File: src/rtl/vram_scanout_arbiter_if.sv
// Bus bundle between the VRAM scan-out arbiter and its GPU, VRAM and video-block neighbours.
// slave is the arbiter's view; master is the environment's view.
interface vram_scanout_arbiter_if #(
   parameter int unsigned ADDR_W = 19
);
   logic              enable;
   logic              gpu_req;
   logic [ADDR_W-1:0] gpu_addr;
   logic [23:0]       gpu_data;
   logic              gpu_gnt;
   logic [ADDR_W-1:0] mem_addr;
   logic [23:0]       mem_wdata;
   logic              mem_we;
   logic              mem_re;
   logic [23:0]       mem_rdata;
   logic [23:0]       vid_data;
   logic              vid_en;
   logic              vid_rdy;
   logic              frame_start;
   logic              underrun;

   modport slave (
      input  enable, gpu_req, gpu_addr, gpu_data, mem_rdata, vid_rdy,
      output gpu_gnt, mem_addr, mem_wdata, mem_we, mem_re,
             vid_data, vid_en, frame_start, underrun
   );

   modport master (
      output enable, gpu_req, gpu_addr, gpu_data, mem_rdata, vid_rdy,
      input  gpu_gnt, mem_addr, mem_wdata, mem_we, mem_re,
             vid_data, vid_en, frame_start, underrun
   );
endinterface

File: src/rtl/vram_scanout_arbiter.sv
// Shares a single-port framebuffer between GPU writes and HDMI scan-out reads,
// prefetching scan-out pixels into a small FIFO that feeds the video block.
module vram_scanout_arbiter #(
   parameter int unsigned H_RES      = 720,
   parameter int unsigned V_RES      = 480,
   parameter int unsigned ADDR_W     = 19,
   parameter int unsigned BASE_ADDR  = 0,
   parameter int unsigned FIFO_DEPTH = 8,
   parameter int unsigned LOW_WM     = 3
) (
   input  logic                    clk,
   input  logic                    rst,
   vram_scanout_arbiter_if.slave   bus
);
   localparam int unsigned FRAME_PIX = H_RES * V_RES;
   localparam int unsigned PTR_W     = $clog2(FIFO_DEPTH);
   localparam int unsigned CNT_W     = PTR_W + 1;

   typedef enum logic [1:0] {IDLE = 2'd0, FILL = 2'd1, RUN = 2'd2} state_t;

   state_t            state, state_nxt;
   logic [23:0]       fifo_mem [FIFO_DEPTH];
   logic [PTR_W-1:0]  wr_ptr, rd_ptr;
   logic [CNT_W-1:0]  count, occ;
   logic [ADDR_W-1:0] scan_ptr;
   logic              inflight, vid_en_q, underrun_q;
   logic [23:0]       vid_data_q;

   logic              rd_ok, urgent, push, underrun_set;
   logic              gnt, we, re, fs, ven;
   logic [ADDR_W-1:0] addr;
   logic [23:0]       wdata, vdata;

   assign occ  = count + CNT_W'(inflight);
   assign push = inflight && (state != IDLE);

   // Next state, arbitration and video-side strobes
   always_comb begin
      state_nxt    = state;
      rd_ok        = 1'b0;
      urgent       = 1'b0;
      gnt          = 1'b0;
      we           = 1'b0;
      re           = 1'b0;
      fs           = 1'b0;
      ven          = 1'b0;
      underrun_set = 1'b0;
      addr         = '0;
      wdata        = '0;
      vdata        = vid_data_q;

      case (state)
         IDLE:    state_nxt = FILL;
         FILL:    if (count == CNT_W'(FIFO_DEPTH)) state_nxt = RUN;
         RUN:     state_nxt = RUN;
         default: state_nxt = IDLE;
      endcase
      if (!bus.enable) state_nxt = IDLE;

      rd_ok  = (state != IDLE) && (occ < CNT_W'(FIFO_DEPTH));
      urgent = rd_ok && (count <= CNT_W'(LOW_WM));

      // Outputs held low while reset is asserted, GPU grant included
      if (!rst) begin
         if (urgent || (rd_ok && !bus.gpu_req)) begin
            re   = 1'b1;
            addr = ADDR_W'(BASE_ADDR) + scan_ptr;
            fs   = (scan_ptr == '0);
         end else if (bus.gpu_req) begin
            gnt   = 1'b1;
            we    = 1'b1;
            addr  = bus.gpu_addr;
            wdata = bus.gpu_data;
         end

         // Video block keeps rdy up one cycle after en, so never strobe twice in a row
         ven          = (state == RUN) && bus.vid_rdy && (count != '0) && !vid_en_q;
         underrun_set = (state == RUN) && bus.vid_rdy && (count == '0) && !vid_en_q;
         if (ven) vdata = fifo_mem[rd_ptr];
      end
   end

   // State register and FIFO/scan bookkeeping
   always_ff @(posedge clk or posedge rst) begin
      if (rst) begin
         state      <= IDLE;
         wr_ptr     <= '0;
         rd_ptr     <= '0;
         count      <= '0;
         scan_ptr   <= '0;
         inflight   <= 1'b0;
         vid_en_q   <= 1'b0;
         vid_data_q <= '0;
         underrun_q <= 1'b0;
      end else begin
         state    <= state_nxt;
         inflight <= re;
         vid_en_q <= ven;
         if (ven) vid_data_q <= fifo_mem[rd_ptr];

         if (state == IDLE) begin
            wr_ptr     <= '0;
            rd_ptr     <= '0;
            count      <= '0;
            scan_ptr   <= '0;
            underrun_q <= 1'b0;
         end else begin
            if (push) wr_ptr <= wr_ptr + PTR_W'(1);
            if (ven)  rd_ptr <= rd_ptr + PTR_W'(1);
            case ({push, ven})
               2'b10:   count <= count + CNT_W'(1);
               2'b01:   count <= count - CNT_W'(1);
               default: count <= count;
            endcase
            if (re) begin
               if (scan_ptr == ADDR_W'(FRAME_PIX - 1)) scan_ptr <= '0;
               else                                    scan_ptr <= scan_ptr + ADDR_W'(1);
            end
            if (underrun_set) underrun_q <= 1'b1;
         end
      end
   end

   // Prefetch storage, no reset needed: only read when count is non-zero
   always_ff @(posedge clk) begin
      if (push) fifo_mem[wr_ptr] <= bus.mem_rdata;
   end

   assign bus.gpu_gnt     = gnt;
   assign bus.mem_we      = we;
   assign bus.mem_re      = re;
   assign bus.mem_addr    = addr;
   assign bus.mem_wdata   = wdata;
   assign bus.frame_start = fs;
   assign bus.vid_en      = ven;
   assign bus.vid_data    = vdata;
   assign bus.underrun    = underrun_q;
endmodule
File: src/flat_wrapper.sv
// flat-port wrapper written by rule: the top's interface ports become plain ports
module vram_scanout_arbiter_flat 
#(
   parameter int unsigned H_RES      = 720,
   parameter int unsigned V_RES      = 480,
   parameter int unsigned ADDR_W     = 19,
   parameter int unsigned BASE_ADDR  = 0,
   parameter int unsigned FIFO_DEPTH = 8,
   parameter int unsigned LOW_WM     = 3
)
  (clk, rst, bus_enable, bus_gpu_req, bus_gpu_addr, bus_gpu_data, bus_mem_rdata, bus_vid_rdy, bus_gpu_gnt, bus_mem_addr, bus_mem_wdata, bus_mem_we, bus_mem_re, bus_vid_data, bus_vid_en, bus_frame_start, bus_underrun);
  vram_scanout_arbiter_if #(.ADDR_W(ADDR_W)) bus_i ();
  input  logic clk;
  input  logic rst;
  input wire logic [$bits(bus_i.enable)-1:0] bus_enable;
  input wire logic [$bits(bus_i.gpu_req)-1:0] bus_gpu_req;
  input wire logic [$bits(bus_i.gpu_addr)-1:0] bus_gpu_addr;
  input wire logic [$bits(bus_i.gpu_data)-1:0] bus_gpu_data;
  input wire logic [$bits(bus_i.mem_rdata)-1:0] bus_mem_rdata;
  input wire logic [$bits(bus_i.vid_rdy)-1:0] bus_vid_rdy;
  output wire logic [$bits(bus_i.gpu_gnt)-1:0] bus_gpu_gnt;
  output wire logic [$bits(bus_i.mem_addr)-1:0] bus_mem_addr;
  output wire logic [$bits(bus_i.mem_wdata)-1:0] bus_mem_wdata;
  output wire logic [$bits(bus_i.mem_we)-1:0] bus_mem_we;
  output wire logic [$bits(bus_i.mem_re)-1:0] bus_mem_re;
  output wire logic [$bits(bus_i.vid_data)-1:0] bus_vid_data;
  output wire logic [$bits(bus_i.vid_en)-1:0] bus_vid_en;
  output wire logic [$bits(bus_i.frame_start)-1:0] bus_frame_start;
  output wire logic [$bits(bus_i.underrun)-1:0] bus_underrun;
  assign bus_i.enable = bus_enable;
  assign bus_i.gpu_req = bus_gpu_req;
  assign bus_i.gpu_addr = bus_gpu_addr;
  assign bus_i.gpu_data = bus_gpu_data;
  assign bus_i.mem_rdata = bus_mem_rdata;
  assign bus_i.vid_rdy = bus_vid_rdy;
  assign bus_gpu_gnt = bus_i.gpu_gnt;
  assign bus_mem_addr = bus_i.mem_addr;
  assign bus_mem_wdata = bus_i.mem_wdata;
  assign bus_mem_we = bus_i.mem_we;
  assign bus_mem_re = bus_i.mem_re;
  assign bus_vid_data = bus_i.vid_data;
  assign bus_vid_en = bus_i.vid_en;
  assign bus_frame_start = bus_i.frame_start;
  assign bus_underrun = bus_i.underrun;
  vram_scanout_arbiter #(.H_RES(H_RES), .V_RES(V_RES), .ADDR_W(ADDR_W), .BASE_ADDR(BASE_ADDR), .FIFO_DEPTH(FIFO_DEPTH), .LOW_WM(LOW_WM)) u_core (.clk(clk), .rst(rst), .bus(bus_i));
endmodule
File: config.mk
export PLATFORM = sky130hd
export DESIGN_NAME = vram_scanout_arbiter_flat
export DESIGN_NICKNAME = d
export VERILOG_FILES = /design/src/rtl/vram_scanout_arbiter_if.sv /design/src/rtl/vram_scanout_arbiter.sv /design/src/flat_wrapper.sv
export SDC_FILE = /design/constraint.sdc
export NUM_CORES = 1
export LEC_CHECK = 0
export CORE_MARGIN = 4
export CORE_UTILIZATION = 59
export CTS_BUF_LIST = sky130_fd_sc_hd__clkbuf_8 sky130_fd_sc_hd__clkbuf_16
export CTS_CLUSTER_DIAMETER = 120
export DETAILED_ROUTE_END_ITERATION = 7
export PLACE_DENSITY = 0.85
export SLEW_MARGIN = 0
export SYNTH_ARGS = -nofsm -noshare
export SYNTH_HDL_FRONTEND = slang
export SYNTH_SLANG_ARGS = --single-unit
export TNS_END_PERCENT = 1
File: constraint.sdc
create_clock -name clk -period 6.15 [get_ports clk]
set_input_delay 0.615 -clock clk [delete_from_list [all_inputs] [get_ports clk]]
set_output_delay 0.615 -clock clk [all_outputs]
set_load 0.1 [all_outputs]
# Yosys cells after proc, flatten, opt, wreduce, memory -nomap -nowiden
# Memory sizes are Yosys's and may differ from the RTL's.
# Cells that the tools add are included.
[classes] addsub=6 magnitude_cmp=2 eq_ne=7 muxes=33 reduce_logical=22
[ops] cell="$mux 24" count=5
[ops] cell="$mux 19" count=6
[ops] cell="$add 19x1->19 const B" count=1
[ops] cell="$eq 19x19->1 const B" count=1
[ops] cell="$logic_not 19->1" count=1
[ops] cell="$mux 1" count=13
[ops] cell="$mux 3" count=4
[ops] cell="$reduce_bool 2->1" count=5
[ops] cell="$logic_and 1x1->1" count=9
[ops] cell="$pmux 4 s2" count=1
[ops] cell="$add 3x1->3 const B" count=2
[ops] cell="$pmux 2 s3" count=1
[ops] cell="$add 4x1->4" count=1
[ops] cell="$add 4x1->4 const B" count=1
[ops] cell="$eq 2x1->1 const B" count=2
[ops] cell="$eq 2x2->1 const B" count=2
[ops] cell="$eq 4x4->1 const B" count=1
[ops] cell="$le 4x2->1 const B" count=1
[ops] cell="$logic_not 4->1" count=1
[ops] cell="$lt 4x4->1 const B" count=1
[ops] cell="$mux 2" count=2
[ops] cell="$mux 4" count=1
[ops] cell="$reduce_bool 4->1" count=1
[ops] cell="$sub 4x1->4 const B" count=1
[ops] cell="other kinds (5)" count=6
[totals] reg_bits=58 ramBits=192 input_bits=72 output_inout_bits=73 elab_cells=80 n_memories=1
[memory_table] memory="u_core.fifo_mem" depth=8 word_bits=24 rd=1 rd_ports_with_merged_regs=0 wr=1 line="vram_scanout_arbiter.sv:22" source="logic [23:0] fifo_mem [FIFO_DEPTH];"

# Logic depth before layout (Yosys ltp)
[depth] ltp_word=9 mapped_depth=12 mapped_depth_nobuf=11

# Least setup slack after synthesis
# Ideal clock, no wire load.
[synth_path] path_kind="in2out" start="input rst" end="output bus_mem_wdata[14]" arrival_ns=4.297 required_ns=5.535 setup_slack_ns=1.238 path_stages=5 path_cell_list="inv_1 > o311a_1 > clkbuf_1 > clkbuf_1 > and2_1"
[synth_via] elab_chain_len=1
[synth_lines] element="start, declared" line="flat_wrapper.sv:14" source="input logic rst;"
[synth_lines] element="$mux 24" line="vram_scanout_arbiter.sv:64" source="if (!rst) begin"
[synth_lines] element="end, declared" line="flat_wrapper.sv:23" source="output wire logic [$bits(bus_i.mem_wdata)-1:0] bus_mem_wdata;"
# No other way between the ends.

# Worst setup path in the final report
[layout_path] start="input rst" end="output bus_vid_data[12]"
[layout_via] elab_chain_len=1
[layout_lines] element="$mux 24" line="vram_scanout_arbiter.sv:64"
[layout_lines] element="end, declared" line="flat_wrapper.sv:26" source="output wire logic [$bits(bus_i.vid_data)-1:0] bus_vid_data;"
# No other way between the ends.

==> results.md <==
- Post-synthesis cell area: between 10000 and 15000 sq um
- Tcrit/Tclk final: 0.783
- Register area share after synthesis: 0.681
- WP data arrival: about 4.2 ns
- Maximum buffer depth of the clock tree: 3
- Die Footprint: just over 20000 sq um
- RSZ-0062 raised after global routing: no
- TritonCTS clock tree: yes
- Detail Placement HPWL: 14.1 mm
- Count of buffers from port buffering: roughly 140
- Skew final: around 0.012 ns
- Crit path max-delay family: buffers and inverters
- FP Rows: 48
- Compound-Gate Fraction of Synth Area: 0.0638
- Clock Power Share: 0.321
- Async set-or-reset flop fraction in the synthesized netlist: 0.232
- Clk_lat worst skew: ~0.52 ns
- Worst slew margin: 0.171
- CP max stage cell: clkdlybuf4s50_1
- Root Driver: clkbuf_16
- Lkg Pwr: between 4 and 5 nW
- Routed len/inst: ~23 um
- WS Path Type: input pin to output pin
- Multiplexer share of the synthesized area: 0.128
- Synth Area per Inst: around 16 sq um
- Switching share of power: 0.346
- Synth Area in Adders: 0.0118
- Critical path buffer and inverter count: 3
- # setup viols final: 0
- Crit-path most repeated cell: clkdlybuf4s50_1
- Initial drt markers: around 530
- Tot Pwr: around 5.0 mW
- Placer congestion estimate: between 0.8 and 0.9
- Routed vias/inst: 6.22
- Via count: 6664
- Post-layout minimum cycle time: ~4.8 ns
- Synth cell types: 45
- Worst path max stage delay: 1.22 ns
- Slew of the pin with the lowest slew margin: around 1.2 ns
- Warnings, synthesis: 0
- Main synth FF type: edfxtp_1
- Initial Util: 0.608
- CP startpoint kind: input pin
- Total I/O pin count: about 150
- Synthesized-area fraction occupied by and/or/nand/nor cells: 0.0810
- Initial antenna violation count: 1
- CTS clk-pin slew, worst paths: ~0.060 ns
- Core area: 17400 sq um
- PD cells: between 300 and 400 nW/um^2
- Largest net degree at the start of global routing: between 50 and 60
- CTS Hold Bufs: 0
- Seq pwr share: 0.401
- DRC violation count after routing: 0
- GRT Residual Overflow: 0
- Syn Nets: between 700 and 800
- Hold Path Class: flop to flop
- #FFs+latches synth: 250
- Final #Nets: between 900 and 1000
- Synth-to-layout area growth: 24.1%
- NetSw: between 1.5 and 2 mW
- Crit path required time: 5.53 ns
- Crit-path cells: clkdlybuf4s50_1 -> nor4bb_1 -> nand2b_2 -> buf_4 -> o21ai_0 -> clkdlybuf4s50_1
- Combinational share of power: 0.278
- CTS Buf Count: 25
- Worst-path fanout max: between 40 and 50
- Max cap viols: 0
- First-pass GRT wire length: roughly 38 mm
- Post-cts resize count: 0
- Worst VDD drop: approximately 0.00045 V
- Post-Route WL: 24.6 mm
- Tot GR Track Use: 0.244
- Internal: ~3.3 mW
- Largest family of logic cells by synthesized area: multiplexers
- Antenna Nets Post-Route: 0
- Die Width: ~140 um
- Number of flops mapped to enable cells by yosys: 192
- Final slew viol count: 0
- Chip Height: around 140 um
- Clock net sink count: 250
- Share of cells above drive strength 1: 0.137
- Post-synthesis xor/xnor area fraction: 0.0116
- Setup Buffers After CTS: 0
- Critical Path End Type: output pin
- Setup TNS: 0 ns
- Status: finished clean
- Post-Syn Instances: approximately 680
- Vias in the first global route: 6886
- Fin. Hold Viols: 0
- Fmax: approximately 210 MHz
- Initial DRT Pass Iterations: 5
- H-tree level count: 1
==> kinds of logic (layout without fill, tap and decap cells) <==
logic type | Yosys count | in the layout
AO/OA/AOI/OAI | 106 | 106
XOR/XNOR | 14 | 14
adder cells (fa/ha/maj) | 10 | 10
buffers and inverters | 56 | 219
flip-flops | 250 | 250
multiplexers | 75 | 75
other | 0 | 1
AND/OR/NAND/NOR | 172 | 172
==> cell usage after synthesis (11+ instances only) <==
cell,instances,area [sq um]
edfxtp_1,192,5770
dfrtp_1,58,1450
o21ai_0,56,280
nand2_1,51,191
mux4_2,48,1080
nor2_1,33,124
mux2i_1,27,270
and2_1,26,163
clkbuf_1,22,82.6
a22o_1,19,166
inv_1,14,52.6
a21oi_1,13,65.1
nand3_1,12,60.1
buf_2,11,55.1
==> cell type report <==
cell class | instances | area (sq um)
diodes | 1 | 2.50
inverters | 14 | 52.6
clock buffers | 27 | 653
multi-input cells | 377 | 3160
well taps | 225 | 282
clock inverters | 19 | 223
fillers | 998 | 4270
flip-flops and latches | 250 | 7220
repair buffers | 159 | 1550
==> tightest hold or removal path: cells and delay by family, from the launching register on <==
kind,cells,cell delay [ns]
simple gates,1,0.05
compound gates,1,0.06
flops,1,0.32
==> power groups by stage <==
stage | logic [mW] | registers (mW) | clock network (mW)
2_1_floorplan | 1.06 | 2.01 | 0
3_3_place_gp | 1.35 | 2.03 | 0
3_5_place_dp | 1.38 | 2.04 | 0
4_1_cts | 1.39 | 2.00 | 1.62
5_1_grt | 1.46 | 2.02 | 1.70
6_report | 1.39 | 2.00 | 1.60
==> worst paths after layout <==
kind                                       start                     to  slack (ns)  cells past startpoint
min reg2reg                u_core.vid_data_q[20]  u_core.vid_data_q[20]        0.47                      2
min in group asynchronous                    rst     u_core.scan_ptr[8]        0.87                      3
max                                          rst       bus_vid_data[12]        1.33                      6
max in group asynchronous                    rst       u_core.rd_ptr[0]        4.70                      3
min                        u_core.vid_data_q[20]  u_core.vid_data_q[20]        0.47                      2
max reg2reg                      u_core.state[0]        u_core.count[2]        3.03                     11
==> routing by layer <==
layer / vias to the layer above / track usage / wire length (um)
met5: - / 0 / 0
met4: 0 / 0.0884 / 697
met3: 54 / 0.0504 / 2070
met2: 347 / 0.415 / 12500
met1: 3341 / 0.314 / 9350
li1: 2922 / - / -
==> registers in the layout (all words and copies together) (netlist names) <==
name / cells
u_core.wr_ptr: 3
u_core.inflight: 1
u_core.state: 2
u_core.scan_ptr: 19
u_core.vid_en_q: 1
u_core.bus.underrun: 1
u_core.count: 4
u_core.vid_data_q: 24
u_core.rd_ptr: 3
u_core.fifo_mem: 192
==> cell usage in the layout, fill, tap and decap left out, drive strengths merged, types with 2 or more instances in the layout <==
| master | Yosys | final |
|---|---|---|
| a31oi | 2 | 2 |
| mux4 | 48 | 48 |
| and2 | 27 | 27 |
| buf | 18 | 15 |
| o2bb2ai | 2 | 2 |
| o21ai | 56 | 56 |
| inv | 14 | 20 |
| nor4 | 8 | 8 |
| bufinv | 0 | 5 |
| nand2 | 51 | 51 |
| or3 | 3 | 3 |
| nand4 | 6 | 6 |
| xor2 | 4 | 4 |
| a32o | 2 | 2 |
| xnor2 | 10 | 10 |
| clkdlybuf4s50 | 0 | 144 |
| nor2b | 2 | 2 |
| edfxtp | 192 | 192 |
| and3 | 8 | 8 |
| o32ai | 6 | 6 |
| ha | 10 | 10 |
| dfrtp | 58 | 58 |
| o21a | 2 | 2 |
| nand3 | 12 | 12 |
| or2 | 2 | 2 |
| or4 | 3 | 3 |
| a22o | 19 | 19 |
| a21oi | 13 | 13 |
| mux2i | 27 | 27 |
| clkinv | 0 | 6 |
| clkbuf | 24 | 27 |
| clkinvlp | 0 | 2 |
| nor2 | 33 | 33 |
| nor3 | 9 | 9 |
| nand2b | 5 | 5 |
==> stage by stage <==
stage	setup WS [ns]	hold WS, ns	std cells	util	area (sq um)
global placement	1.54	0.452	1025	0.705	12300
global route	1.10	0.503	1072	0.755	13100
detailed placement	1.41	0.461	1025	0.705	12300
floorplan	1.24	0.439	683	-	10600
CTS	1.28	0.475	1071	0.755	13100
finish	1.33	0.472	1072	0.755	13100
No activity file was read; power rests on OpenSTA's default activity.
